## src/rtl/spi_slave_if.sv

```systemverilog
// Pin and fabric-side signal bundle for the mode-0 SPI responder.
interface spi_slave_if #(
    parameter int WIDTH = 8
);
    logic             sclk;
    logic             cs;
    logic             mosi;
    logic             miso;
    logic             miso_oe;
    logic [WIDTH-1:0] tx_data;
    logic             tx_load;
    logic             tx_ready;
    logic [WIDTH-1:0] rx_data;
    logic             rx_valid;
    logic             rx_ack;
    logic             busy;
    logic             overrun;

    modport slave (
        input  sclk, cs, mosi,
        input  tx_data, tx_load, rx_ack,
        output miso, miso_oe, tx_ready,
        output rx_data, rx_valid, busy, overrun
    );

    modport master (
        output sclk, cs, mosi,
        output tx_data, tx_load, rx_ack,
        input  miso, miso_oe, tx_ready,
        input  rx_data, rx_valid, busy, overrun
    );
endinterface

```

## src/rtl/spi_slave.sv

```systemverilog
// Mode-0 SPI responder, MSB first, oversampled on clk, with RX valid/ack
// and a one-deep TX buffer.
module spi_slave #(
    parameter int WIDTH       = 8,
    parameter int SYNC_STAGES = 2
) (
    input  logic       clk,
    input  logic       reset,
    spi_slave_if.slave bus
);
    localparam int CW = $clog2(WIDTH);

    typedef enum logic {
        IDLE,
        SHIFT
    } state_t;

    state_t r_state;
    state_t w_next;

    logic [SYNC_STAGES-1:0] r_sclk_sync;
    logic [SYNC_STAGES-1:0] r_cs_sync;
    logic [SYNC_STAGES-1:0] r_mosi_sync;
    logic                   r_sclk_d;
    logic                   r_cs_d;

    logic [WIDTH-1:0] r_tx_buf;
    logic [WIDTH-1:0] r_tx_shift;
    logic [WIDTH-1:0] r_rx_shift;
    logic [WIDTH-1:0] r_rx_data;
    logic             r_buf_full;
    logic             r_rx_valid;
    logic             r_overrun;
    logic             r_miso;
    logic             r_word_done;
    logic [CW-1:0]    r_bit_cnt;

    logic             w_sclk_rise;
    logic             w_sclk_fall;
    logic             w_cs_rise;
    logic             w_cs_fall;
    logic             w_mosi;
    logic             w_start;
    logic             w_rise;
    logic             w_fall;
    logic             w_last;
    logic             w_consume;
    logic [WIDTH-1:0] w_reload;

    // Edges come from the last sync stage against one extra delay flop.
    always_ff @(posedge clk) begin
        if (reset) begin
            r_sclk_sync <= '0;
            r_cs_sync   <= '0;
            r_mosi_sync <= '0;
            r_sclk_d    <= 1'b0;
            r_cs_d      <= 1'b0;
        end else begin
            r_sclk_sync <= {r_sclk_sync[SYNC_STAGES-2:0], bus.sclk};
            r_cs_sync   <= {r_cs_sync[SYNC_STAGES-2:0], bus.cs};
            r_mosi_sync <= {r_mosi_sync[SYNC_STAGES-2:0], bus.mosi};
            r_sclk_d    <= r_sclk_sync[SYNC_STAGES-1];
            r_cs_d      <= r_cs_sync[SYNC_STAGES-1];
        end
    end

    assign w_sclk_rise = r_sclk_sync[SYNC_STAGES-1] & ~r_sclk_d;
    assign w_sclk_fall = ~r_sclk_sync[SYNC_STAGES-1] & r_sclk_d;
    assign w_cs_rise   = r_cs_sync[SYNC_STAGES-1] & ~r_cs_d;
    assign w_cs_fall   = ~r_cs_sync[SYNC_STAGES-1] & r_cs_d;
    assign w_mosi      = r_mosi_sync[SYNC_STAGES-1];

    // A cs rise overrides any sclk edge in the same cycle.
    assign w_start   = (r_state == IDLE) && w_cs_fall;
    assign w_rise    = (r_state == SHIFT) && w_sclk_rise && !w_cs_rise;
    assign w_fall    = (r_state == SHIFT) && w_sclk_fall && !w_cs_rise;
    assign w_last    = w_rise && (r_bit_cnt == CW'(WIDTH - 1));
    assign w_consume = w_start || (w_fall && r_word_done);
    assign w_reload  = r_buf_full ? r_tx_buf : '0;

    always_ff @(posedge clk) begin
        if (reset) begin
            r_state <= IDLE;
        end else begin
            r_state <= w_next;
        end
    end

    always_comb begin
        w_next = r_state;
        unique case (r_state)
            IDLE:    if (w_cs_fall) w_next = SHIFT;
            SHIFT:   if (w_cs_rise) w_next = IDLE;
            default: w_next = IDLE;
        endcase
    end

    // A load into an empty buffer survives a same-cycle consume.
    always_ff @(posedge clk) begin
        if (reset) begin
            r_tx_buf   <= '0;
            r_buf_full <= 1'b0;
        end else if (w_consume && r_buf_full) begin
            r_buf_full <= 1'b0;
        end else if (bus.tx_load && !r_buf_full) begin
            r_tx_buf   <= bus.tx_data;
            r_buf_full <= 1'b1;
        end
    end

    always_ff @(posedge clk) begin
        if (reset) begin
            r_tx_shift  <= '0;
            r_rx_shift  <= '0;
            r_bit_cnt   <= '0;
            r_miso      <= 1'b0;
            r_word_done <= 1'b0;
        end else begin
            if (w_cs_rise) begin
                r_bit_cnt   <= '0;
                r_miso      <= 1'b0;
                r_word_done <= 1'b0;
            end else if (w_consume) begin
                r_tx_shift  <= w_reload;
                r_miso      <= w_reload[WIDTH-1];
                r_word_done <= 1'b0;
            end else if (w_fall) begin
                r_tx_shift <= {r_tx_shift[WIDTH-2:0], 1'b0};
                r_miso     <= r_tx_shift[WIDTH-2];
            end
            if (w_start) begin
                r_bit_cnt <= '0;
            end
            if (w_rise) begin
                r_rx_shift <= {r_rx_shift[WIDTH-2:0], w_mosi};
                if (w_last) begin
                    r_bit_cnt   <= '0;
                    r_word_done <= 1'b1;
                end else begin
                    r_bit_cnt <= r_bit_cnt + CW'(1);
                end
            end
        end
    end

    // A completing word beats a same-cycle ack.
    always_ff @(posedge clk) begin
        if (reset) begin
            r_rx_data  <= '0;
            r_rx_valid <= 1'b0;
            r_overrun  <= 1'b0;
        end else if (w_last) begin
            r_rx_data  <= {r_rx_shift[WIDTH-2:0], w_mosi};
            r_rx_valid <= 1'b1;
            if (bus.rx_ack) begin
                r_overrun <= 1'b0;
            end else if (r_rx_valid) begin
                r_overrun <= 1'b1;
            end
        end else if (bus.rx_ack) begin
            r_rx_valid <= 1'b0;
            r_overrun  <= 1'b0;
        end
    end

    assign bus.miso     = r_miso;
    assign bus.miso_oe  = (r_state == SHIFT);
    assign bus.busy     = (r_state == SHIFT);
    assign bus.tx_ready = ~r_buf_full;
    assign bus.rx_data  = r_rx_data;
    assign bus.rx_valid = r_rx_valid;
    assign bus.overrun  = r_overrun;
endmodule
```

## src/flat_wrapper.sv

```systemverilog
// flat-port wrapper written by rule: the top's interface ports become plain ports
module spi_slave_flat 
#(
    parameter int WIDTH       = 8,
    parameter int SYNC_STAGES = 2
)
  (clk, reset, bus_sclk, bus_cs, bus_mosi, bus_tx_data, bus_tx_load, bus_rx_ack, bus_miso, bus_miso_oe, bus_tx_ready, bus_rx_data, bus_rx_valid, bus_busy, bus_overrun);
  spi_slave_if #(.WIDTH(WIDTH)) bus_i ();
  input  logic clk;
  input  logic reset;
  input wire logic [$bits(bus_i.sclk)-1:0] bus_sclk;
  input wire logic [$bits(bus_i.cs)-1:0] bus_cs;
  input wire logic [$bits(bus_i.mosi)-1:0] bus_mosi;
  input wire logic [$bits(bus_i.tx_data)-1:0] bus_tx_data;
  input wire logic [$bits(bus_i.tx_load)-1:0] bus_tx_load;
  input wire logic [$bits(bus_i.rx_ack)-1:0] bus_rx_ack;
  output wire logic [$bits(bus_i.miso)-1:0] bus_miso;
  output wire logic [$bits(bus_i.miso_oe)-1:0] bus_miso_oe;
  output wire logic [$bits(bus_i.tx_ready)-1:0] bus_tx_ready;
  output wire logic [$bits(bus_i.rx_data)-1:0] bus_rx_data;
  output wire logic [$bits(bus_i.rx_valid)-1:0] bus_rx_valid;
  output wire logic [$bits(bus_i.busy)-1:0] bus_busy;
  output wire logic [$bits(bus_i.overrun)-1:0] bus_overrun;
  assign bus_i.sclk = bus_sclk;
  assign bus_i.cs = bus_cs;
  assign bus_i.mosi = bus_mosi;
  assign bus_i.tx_data = bus_tx_data;
  assign bus_i.tx_load = bus_tx_load;
  assign bus_i.rx_ack = bus_rx_ack;
  assign bus_miso = bus_i.miso;
  assign bus_miso_oe = bus_i.miso_oe;
  assign bus_tx_ready = bus_i.tx_ready;
  assign bus_rx_data = bus_i.rx_data;
  assign bus_rx_valid = bus_i.rx_valid;
  assign bus_busy = bus_i.busy;
  assign bus_overrun = bus_i.overrun;
  spi_slave #(.WIDTH(WIDTH), .SYNC_STAGES(SYNC_STAGES)) u_core (.clk(clk), .reset(reset), .bus(bus_i));
endmodule
```

## config.mk

```make
export PLATFORM = sky130hd
export DESIGN_NAME = spi_slave_flat
export DESIGN_NICKNAME = d
export VERILOG_FILES = /design/src/rtl/spi_slave_if.sv /design/src/rtl/spi_slave.sv /design/src/flat_wrapper.sv
export SDC_FILE = /design/constraint.sdc
export NUM_CORES = 1
export LEC_CHECK = 0
export CAP_MARGIN = 20
export CORE_MARGIN = 3
export CORE_UTILIZATION = 46
export DETAILED_ROUTE_END_ITERATION = 10
export HOLD_SLACK_MARGIN = 0.05
export PLACE_DENSITY = 0.73
export SLEW_MARGIN = 20
export SYNTH_ARGS = -nofsm -noshare
export SYNTH_HDL_FRONTEND = slang
export SYNTH_SLANG_ARGS = --single-unit
```

## constraint.sdc

```tcl
create_clock -name clk -period 1.4 [get_ports clk]
set_input_delay 0.28 -clock clk [delete_from_list [all_inputs] [get_ports clk]]
set_output_delay 0.28 -clock clk [all_outputs]
set_load 0.03 [all_outputs]
```

==> metrics <==
NetSw approximately 580 µW; ys async rst share 0%; Ys Warns 0; clk root buf clkbuf_8; register area ~940 µm²; antenna violations before repair 0; most numerous cell in the Yosys netlist dfxtp_1; Bufs on Longest Clock Path 2; Ports 29; outcome completed; Syn Inst Count around 190; CP Max Fanout 18; core area 0.00352 mm²; Startpoint Class flip-flop; Crit. End Element flip-flop; Nets between 200 and 250; Synth top cells by count dfxtp_1, nand2_1, a21oi_1, nor2_1, nor2b_1; GP Congestion approximately 0.82; DRC viols 0; Tot GR Track Use about 17%; Die Wd a little under 70 µm; vias between 1000 and 1500; Worst-Skew Late Latency ~0.30 ns; Max Slew Vio Count 0; worst min-delay path startpoint u_core.r_cs_sync[0]; synth unique cells 32; Area contributors post-synth dfxtp_1, a21oi_1, nand2_1; met2 Use GR between 20% and 30%; Mapped Area 0.00177 mm²; top-area cell type share of the netlist area around 53%; Antenna diodes 0; Arrival @ worst endpoint 1.53 ns; Fmax achieved about 750 MHz; setup_tns 0 ns; Pint 2190 µW; drt pass-1 iters 4; Switching Share approximately a fifth; Final ANT Viol Nets 0; worst setup path startpoint u_core.r_sclk_d; largest net degree at the start of global routing 27; Final Hold Viols 0; register bit total from synthesis 47; Final Skew between 0.006 and 0.007 ns; mean post-synth cell area 9.26 µm²; Period Utilization, post-route 95.4%; Die Height about 68 µm; Reg power frac 50.3%; Placed Cells incl. Taps 263; Synth Net Count around 210; HPWL after DPL 2360 µm; CTS Hold Bufs 0; Seq/Total Area, Yosys approximately 53%; Max Cap Viol 0; final WL 3710 µm; Gate power share around 7.3%; non-filler cells in the finished layout approximately 280; # port buffers 28; vias in the first global route roughly 1400; VDD IR-drop max around 0.00080 V; Slew @ Worst Pin a little over 0.3 ns; Top Usage Layer GRT met2; HP Class flip-flop to flip-flop; clock slew at reported path FFs 0.08 ns; PwrDens between 1000 and 1500 mW/mm²; biggest area consumer among synthesized cells dfxtp_1; Critical R2R Launch u_core.r_sclk_d; Fillers a little over 300; RSZ-0062 raised after global routing false; Via density around 5.4; Initial Util about half; dominant synthesized flop cell dfxtp_1; H-tree depth 2; per-cell routed wire length 13.5 µm; clock buffer count from CTS 5; M1 GR Usage a little under a fifth; setup violators final 0; layout cell share with drive strength beyond 1 roughly 17%; row cnt 21; Tmin final 1.34 ns; Pleak between 0.0009 and 0.001 µW; Multi-input gate area 821 µm²; Max transition margin 79.7%; die area between 0.004 and 0.005 mm²; CTS tree built; initial DRC count 94; met3 Use GR about 5.3%; total global routing overflow 0; CTS Sinks 47; required time at the worst-slack endpoint roughly 1.6 ns; WS Path Type flip-flop to flip-flop; Clk pwr share a little over two fifths; first-pass GRT wire length a little under 6000 µm; EDFF count, synth 0; Layout area overhead 34.7%
==> state kept, by name (all words and copies together) (netlist names), 2 cells and up <==
signal / count
u_core.bus.rx_data: 8
u_core.r_bit_cnt: 3
u_core.r_cs_sync: 2
u_core.r_mosi_sync: 2
u_core.r_rx_shift: 7
u_core.r_sclk_sync: 2
u_core.r_tx_buf: 8
u_core.r_tx_shift: 7
==> cells in the final DEF, fill, tap and decap left out, types with 2 or more instances in the layout <==
master / n
dfxtp_2: 3
nor3_1: 7
ha_1: 2
buf_4: 11
bufinv_16: 2
clkbuf_8: 5
clkdlybuf4s50_1: 14
nor2_1: 20
a221oi_2: 2
nand2_1: 24
a221oi_1: 4
inv_1: 3
nand3_1: 9
buf_6: 2
buf_12: 3
mux2i_1: 8
a21oi_1: 22
dlygate4sd2_1: 11
nor2b_1: 9
dfxtp_1: 44
==> through the flow <==
stage	worst slack, ns	utilization, %	hold slack (ns)	instance area (µm²)	total power [µW]
floorplan	0.0165	-	0.359	1770	1520
global placement	-0.0560	61.0	0.420	2150	1600
detailed placement	-0.153	61.0	0.428	2150	1610
CTS	0.0237	65.6	0.452	2310	2780
global route	0.00181	67.7	0.448	2380	2860
finish	0.0646	67.7	0.442	2380	2770
==> metal layers <==
layer	part of all wire (%)	wire length (µm)	up-vias
li1	-	-	735
met1	42	1570	702
met2	50	1870	39
met3	5.6	207	8
met4	1.7	62	0
met5	0	0	-
==> cell type report <==
class                   instances  area share [%]
clock buffers                   5            2.89
clock inverters                 3            2.84
inverters                       3           0.473
multi-input cells             129            34.5
flip-flops and latches         47            39.7
well taps                      46            2.42
repair buffers                 42            17.3
==> kinds of logic after synthesis <==
| group | share of synthesized area, % |
|---|---|
| AND/OR/NAND/NOR | 21.9 |
| adder cells (fa/ha/maj) | 1.41 |
| flip-flops | 53.2 |
| multiplexers | 4.53 |
| buffers and inverters | 5.02 |
| AO/OA/AOI/OAI | 13.9 |
==> critical path: stages (launching register included) <==
cell and delay, ns:
dfxtp_1 0.49, nor2b_2 0.11, and3_1 0.22, buf_12 0.15, a22oi_1 0.19, nor2_1 0.07
==> power by group through the flow <==
stage	sequential, µW	clock [µW]	combinational, µW
floorplan	1420	0	102
global placement	1420	0	185
detailed placement	1420	0	191
CTS	1390	1200	193
global route	1400	1250	220
finish	1390	1170	203
==> repair_timing <==
item	in CTS	in global routing
gates resized for setup	16	13
setup endpoints to repair	30	16
pin swaps	2	0
gates cloned	0	1
setup buffers	3	0
==> final timing paths <==
check	to	slack, ns	depth (start not counted)
min reg2reg	u_core.r_cs_sync[1]	0.44	1
max	u_core.r_bit_cnt[1]	0.06	5
min	u_core.r_cs_sync[1]	0.44	1
max reg2reg	u_core.r_bit_cnt[1]	0.06	5
Power figures use the tool's default switching activity.
